===== config.mk =====
export PLATFORM = sky130hd
export DESIGN_NAME = seq_alu
export DESIGN_NICKNAME = d
export VERILOG_FILES = /design/src/rtl/seq_alu.sv
export SDC_FILE = /design/constraint.sdc
export NUM_CORES = 1
export LEC_CHECK = 0
export BUFFER_PORTS_ARGS = -buffer_cell sky130_fd_sc_hd__buf_2
export CORE_MARGIN = 2
export CORE_UTILIZATION = 40
export CTS_CLUSTER_DIAMETER = 150
export DETAILED_ROUTE_END_ITERATION = 8
export GPL_TIMING_DRIVEN = 0
export PLACE_DENSITY = 0.55
export SKIP_CTS_REPAIR_TIMING = 1
export SLEW_MARGIN = 20
export SYNTH_ARGS = -nofsm -noshare
export SYNTH_HDL_FRONTEND = slang
export SYNTH_SLANG_ARGS = --single-unit

===== constraint.sdc =====
create_clock -name clk -period 3.25 [get_ports clk]
set_input_delay 0.325 -clock clk [delete_from_list [all_inputs] [get_ports clk]]
set_output_delay 0.325 -clock clk [all_outputs]
set_load 0.005 [all_outputs]

===== src/rtl/seq_alu.sv =====
// Registered ALU with a valid/ready operand handshake.
// Single-cycle logic/arith ops plus an iterative shift-add multiplier.
module seq_alu #(
    parameter int WIDTH = 8
) (
    input  logic             clk,
    input  logic             rst_n,
    input  logic             in_valid,
    output logic             in_ready,
    input  logic [WIDTH-1:0] inA,
    input  logic [WIDTH-1:0] inB,
    input  logic [2:0]       op,
    output logic             out_valid,
    output logic [WIDTH-1:0] result,
    output logic [WIDTH-1:0] result_hi,
    output logic             flag_zero,
    output logic             flag_carry,
    output logic             flag_ovf
);

    localparam int SW = $clog2(WIDTH);
    localparam int CW = $clog2(WIDTH);

    localparam logic [2:0] OP_AND = 3'b000;
    localparam logic [2:0] OP_OR  = 3'b001;
    localparam logic [2:0] OP_XOR = 3'b010;
    localparam logic [2:0] OP_ADD = 3'b011;
    localparam logic [2:0] OP_SUB = 3'b100;
    localparam logic [2:0] OP_SLT = 3'b101;
    localparam logic [2:0] OP_SRL = 3'b110;
    localparam logic [2:0] OP_MUL = 3'b111;

    typedef enum logic {
        IDLE,
        BUSY
    } stateT;

    stateT state;

    logic [2*WIDTH-1:0] mulAcc;
    logic [2*WIDTH-1:0] mulMcand;
    logic [WIDTH-1:0]   mulMplier;
    logic [CW-1:0]      stepCnt;
    logic [2*WIDTH-1:0] accNext;
    logic               lastStep;

    logic [WIDTH:0]   addSum;
    logic [WIDTH:0]   subSum;
    logic [WIDTH-1:0] aluRes;
    logic             aluCarry;
    logic             aluOvf;
    logic             sltBit;
    logic             msbA;
    logic             msbB;

    assign in_ready = (state == IDLE);

    // Subtraction as A + ~B + 1: the top bit is the no-borrow flag.
    assign addSum = {1'b0, inA} + {1'b0, inB};
    assign subSum = {1'b0, inA} + {1'b0, ~inB} + (WIDTH+1)'(1);
    assign sltBit = $signed(inA) < $signed(inB);
    assign msbA   = inA[WIDTH-1];
    assign msbB   = inB[WIDTH-1];

    always_comb begin
        aluRes   = '0;
        aluCarry = 1'b0;
        aluOvf   = 1'b0;
        unique case (op)
            OP_AND: aluRes = inA & inB;
            OP_OR:  aluRes = inA | inB;
            OP_XOR: aluRes = inA ^ inB;
            OP_ADD: begin
                aluRes   = addSum[WIDTH-1:0];
                aluCarry = addSum[WIDTH];
                aluOvf   = (msbA == msbB) &&
                           (addSum[WIDTH-1] != msbA);
            end
            OP_SUB: begin
                aluRes   = subSum[WIDTH-1:0];
                aluCarry = subSum[WIDTH];
                aluOvf   = (msbA != msbB) &&
                           (subSum[WIDTH-1] != msbA);
            end
            OP_SLT: aluRes = {{(WIDTH-1){1'b0}}, sltBit};
            OP_SRL: aluRes = inA >> inB[SW-1:0];
            OP_MUL: aluRes = '0;
        endcase
    end

    assign accNext  = mulAcc + (mulMplier[0] ? mulMcand : '0);
    assign lastStep = (stepCnt == CW'(WIDTH-1));

    always_ff @(posedge clk) begin
        if (!rst_n) begin
            state      <= IDLE;
            mulAcc     <= '0;
            mulMcand   <= '0;
            mulMplier  <= '0;
            stepCnt    <= '0;
            out_valid  <= 1'b0;
            result     <= '0;
            result_hi  <= '0;
            flag_zero  <= 1'b0;
            flag_carry <= 1'b0;
            flag_ovf   <= 1'b0;
        end else begin
            out_valid <= 1'b0;
            unique case (state)
                IDLE: begin
                    if (in_valid && op == OP_MUL) begin
                        mulMcand  <= {{WIDTH{1'b0}}, inA};
                        mulMplier <= inB;
                        mulAcc    <= '0;
                        stepCnt   <= '0;
                        state     <= BUSY;
                    end else if (in_valid) begin
                        result     <= aluRes;
                        result_hi  <= '0;
                        flag_zero  <= (aluRes == '0);
                        flag_carry <= aluCarry;
                        flag_ovf   <= aluOvf;
                        out_valid  <= 1'b1;
                    end
                end
                BUSY: begin
                    mulAcc    <= accNext;
                    mulMcand  <= mulMcand << 1;
                    mulMplier <= mulMplier >> 1;
                    stepCnt   <= stepCnt + CW'(1);
                    if (lastStep) begin
                        result     <= accNext[WIDTH-1:0];
                        result_hi  <= accNext[2*WIDTH-1:WIDTH];
                        flag_zero  <= (accNext == '0);
                        flag_carry <= 1'b0;
                        flag_ovf   <= 1'b0;
                        out_valid  <= 1'b1;
                        state      <= IDLE;
                    end
                end
            endcase
        end
    end

endmodule


* Yosys cells after proc, flatten, opt, wreduce, memory -nomap -nowiden *
Cells that the tools add are included.

storage, ports and cells
  RAM bits = 0
  word-level logic and storage cells = 84
  register bits after elaboration = 64
  ROM bits = 0
  memories kept = 0
  latch bits = 0
  input port bits = 22
  output and inout port bits = 21

operators by class
  add/sub/neg operators = 5
  equal/unequal tests = 16
  divide/modulo/power cells = 0
  bitwise logic cells = 5
  multipliers = 0
  magnitude comparators = 1
  reduce and logical (&&, ||, !) cells = 7
  shift operators = 1
  muxes and demuxes = 38

operator list
  kind                                            count
  case mux 16 bit (2 select lines)                2
  case mux 8 bit (8 select lines)                 1
  2-to-1 mux 8 bit                                7
  2-to-1 mux 16 bit                               3
  case mux 8 bit (2 select lines)                 3
  adder 8 x 8 -> 9 bit                            2
  adder 16 bit                                    1
  zero test 16 bit                                1
  == test 3 bit (second input constant)           5
  case mux 1 bit (2 select lines)                 7
  2-to-1 mux 1 bit                                13
  adder 9 x 1 -> 9 bit (second input constant)    1
  AND 8 bit                                       1
  zero test 8 bit                                 1
  less-than comparator 8 bit                      1
  inverter 8 bit                                  1
  OR 8 bit                                        1
  right shift 8 x 3 -> 8 bit                      1
  bitwise XOR 8 bit                               1
  == test 3 x 2 -> 1 bit (second input constant)  2
  case mux 3 bit (2 select lines)                 1
  != test 2 x 1 -> 1 bit (second input constant)  2
  != test 2 bit (second input constant)           2
  adder 3 x 1 -> 3 bit (second input constant)    1
  other kinds (8)                                 12

* Logic depth before layout (Yosys ltp) *
  word-level depth = 9
  mapped depth = 12
  depth with buffers taken out = 12

* Least setup slack after synthesis *
No wires, ideal clock.

  kind = reg-to-reg
  start = register mulMplier[0]
  end = register flag_zero
  data required time = 3154 ps
  setup slack = 150 ps
  data arrival time = 3004 ps
  buffers on the path = 1
  clock period less this slack = 3100 ps
  stages on the path, launching flop included = 13
  library setup time = 96 ps
  cells stage by stage = dfxtp_1 -> clkbuf_1 -> and2_1 -> ha_1 -> fa_1 -> a21o_1 -> a21o_1 -> o21a_1 -> nor2_1 -> xnor2_1 -> or4_1 -> or4_1 -> o41ai_2

between the ends
  cells in the longest elaborated chain, start to end = 5

RTL lines
  what                             line  RTL
  start, declared                  42    logic [WIDTH-1:0] mulMplier;
  start signal, assigned           113   mulMplier <= inB;
  start signal, assigned           129   mulMplier <= mulMplier >> 1;
  2-to-1 mux 16 bit                91    assign accNext = mulAcc + (mulMplier[0] ? mulMcand : '0);
  adder 16 bit                     91
  zero test 16 bit                 134   flag_zero <= (accNext == '0);
  2-to-1 mux 1 bit                 131   if (lastStep) begin
  case mux 1 bit (2 select lines)  109   unique case (state)
  end signal, assigned             120   flag_zero <= (aluRes == '0);
  end signal, assigned             134
  end, declared                    16    output logic flag_zero,

No other way between the ends. The select of a mux whose other input is x is not followed.
A chain may end at the register's enable or synchronous reset.

* Worst setup path after layout *
Same ends and word-level chain as after synthesis.

==> impl_metrics.toml <==
[run_status]
outcome = "complete, but fails checks"
violations = "negative setup slack"

[pwr]
power_density_nw_per_um2 = 384
p_int_w = 0.00159
p_seq_share_pct = 37.1
switching_share_pct = 28.5
p_leak_nw = 2.52
ir_drop_v = 0.000257
p_switching_w = 0.000636
pwr-share-clk_pct = 43.7
power_frac_comb_pct = 19.1

[sta]
drv_slew = 0
fin_crit_sh_pct = 101
max_slew_margin_pct = 43.4
fin_ws_ns = -0.0223
fin_crit_ns = 3.27
hold_violations = 0
rsz0062_at_grt = "yes"
tightest_slew_ns = 0.845
finalClockSkew_ns = 0.00672
fmax_mhz = 306
setup_violations = 1

[logic_synthesis]
synth-seq-cells = 64
syn_area_um2 = 5020
synth_area_leaders = "dfxtp_1, ha_1, nand2_1"
yosysSeqAreaShare_pct = 25.5
netlist_instances = 644
synth_top_area_cell = "dfxtp_1"
syn_area_per_cell_um2 = 7.80
synth_most_common_cell = "nand2_1"
synth_commonest_cells = "nand2_1, dfxtp_1, nor2_1, a21oi_1, ha_1"
yosysWarnings = 0
synth-async-reset-ratio_pct = 0
synth_top_flop_cell = "dfxtp_1"
synth_edf_count = 0
synth_top_area_share_pct = 25.5
syn_nets = 710
synth.distinct_cells = 67

[cells_and_area]
layout-drive-gt1-share_pct = 11.8
design_area_um2 = 5810
n_antenna_cell = 0
final_nets = 764
syn_to_final_growth_pct = 15.7

[cts]
cts_tree = "done"
root_buffer = "clkbuf_16"
clkSinkCount = 64
path_clk_slew_ns = 0.05
clk_latency_ns = 0.34
numCtsBuffers = 9
h-tree-depth = 3
clock_path_buffers = 2

[placed_design]
port_buffers = 41
dp_slack_ns = -0.381
placed_area_um2 = 5440
hpwl_mm = 12.7
gp_congestion = 0.940

[detailed_routing]
post-route-drc-count = 0
routed_wl_mm = 16.3
routedWlPerCell_um = 18.7
drt-pass1-iter-count = 5
drtIter0Drc = 498
ant_nets = 0
via_count = 5005
viasPerCell = 5.76

[critical_path]
path_cells = "buf_6 > and2_4 > ha_4 > fa_2 > a21o_1 > nand4_1 > nand3_1 > xor2_1 > nand4b_1 > or4_1 > or4_1 > o41ai_2"
crit_cells = 12
startpoint_type = "flop"
r2r_cells = 12
worst-path-max-fanout = 10
crit_family = "simple AND/OR/NAND/NOR gates"
worstSetupPathType = "reg -> reg"
critPathMaxStageDelay_ns = 0.54
critPathRequiredTime_ns = 3.49
cp_slowest_cell = "or4_1"
worstPathBufferInverterCount = 1
arrival_ns = 3.51
crit_path_end_kind = "flop"
cpMostUsedCell = "or4_1"

[global_route]
met3_usage_pct = 5.81
use_met1_pct = 37.3
grt_pass1_wl_mm = 25.4
gr-total-overflow = 0
first_global_vias = 4519
grt_max_degree = 11
busiest_layer = "met1"
grtUsageMet2_pct = 36.3
grt.total_usage_pct = 24.8
antenna_found_initial = 0

[floorplanning]
coreArea_um2 = 12100
die_area_um2 = 13500
row_count = 40
die_h_um = 116
initial_core_util_pct = 41.5
die_w_um = 116
ios = 43

[run]
cap_violations = 0

[hold_path]
min_path_type = "in -> reg"
holdPathStages = 3
## placed cells by master (no fill, tap or decap), types with 14 or more instances in the layout
master    instances
o211ai_1         20
clkbuf_1         31
dfxtp_1          63
buf_2            41
o21ai_0          34
nand3_1          14
nor2_1           41
o211a_1          15
nor2b_1          23
nand2_1          81
inv_1            27
ha_1             39
a21oi_1          40
and2_1           36
## metrics by stage
step	instances	power, W	utilization, %	TNS (ns)	hold WS, ns
3_3_place_gp	853	0.00125	44.9	-0.576	0.460
5_1_grt	869	0.00232	48.0	-0.109	0.299
3_5_place_dp	853	0.00126	44.9	-0.712	0.461
6_report	869	0.00223	48.0	-0.0223	0.267
2_1_floorplan	644	0.00111	-	0	0.434
4_1_cts	867	0.00223	47.3	-0.739	0.264
## metal layers
metal	up-vias	wire, um
met5	-	0
met2	160	6830
met3	12	1190
li1	2423	-
met1	2410	8080
met4	0	144
## registers in the layout, indices dropped and copies added (netlist names)
signal,count
mulAcc,16
mulMcand,16
mulMplier,8
result,8
result_hi,8
stepCnt,3
flag_carry,1
flag_ovf,1
flag_zero,1
out_valid,1
state,1
## path summary, 6_finish.rpt
kind | start | to | slack [ns]
max reg2reg | mulMplier[0] | flag_zero | -0.02
max | mulMplier[0] | flag_zero | -0.02
min | inA[0] | mulMcand[0] | 0.27
min reg2reg | result_hi[6] | result_hi[6] | 0.47
## logic make-up (layout without fill, tap and decap cells)
kind of cell,Yosys count,count (layout),share of synthesized area [%]
muxes,11,11,2.96
AOI/OAI and AO/OA,195,195,27.5
and+or+nand+nor,247,247,24.8
adders and majority gates,44,44,11.4
DFF,64,64,25.5
buffers and inverters,67,124,5.01
xor gates and xnor gates,16,16,2.79
## worst min-delay path, stage by stage
cell     delay (ns)
buf_2          0.12
nand2_1        0.05
a21oi_1        0.05
## power by group through the flow
stage          clock network, W  logic, W  registers [W]
2_1_floorplan                 0  0.000276       0.000838
3_3_place_gp                  0  0.000411       0.000843
3_5_place_dp                  0  0.000415       0.000843
4_1_cts                0.000988  0.000417       0.000827
5_1_grt                 0.00102  0.000469       0.000830
6_report               0.000974  0.000427       0.000828
## cell type report
cell class                      count  area (um^2)
Buffer                             39          155
Clock buffer                       11          253
Clock inverter                      3         42.5
Fill cell                        1274         6300
Inverter                           28          105
Multi-Input combinational cell    513         3540
Sequential cell                    64         1280
Tap cell                          168          210
Timing Repair Buffer               43          220
Power figures use the tool's default switching activity.
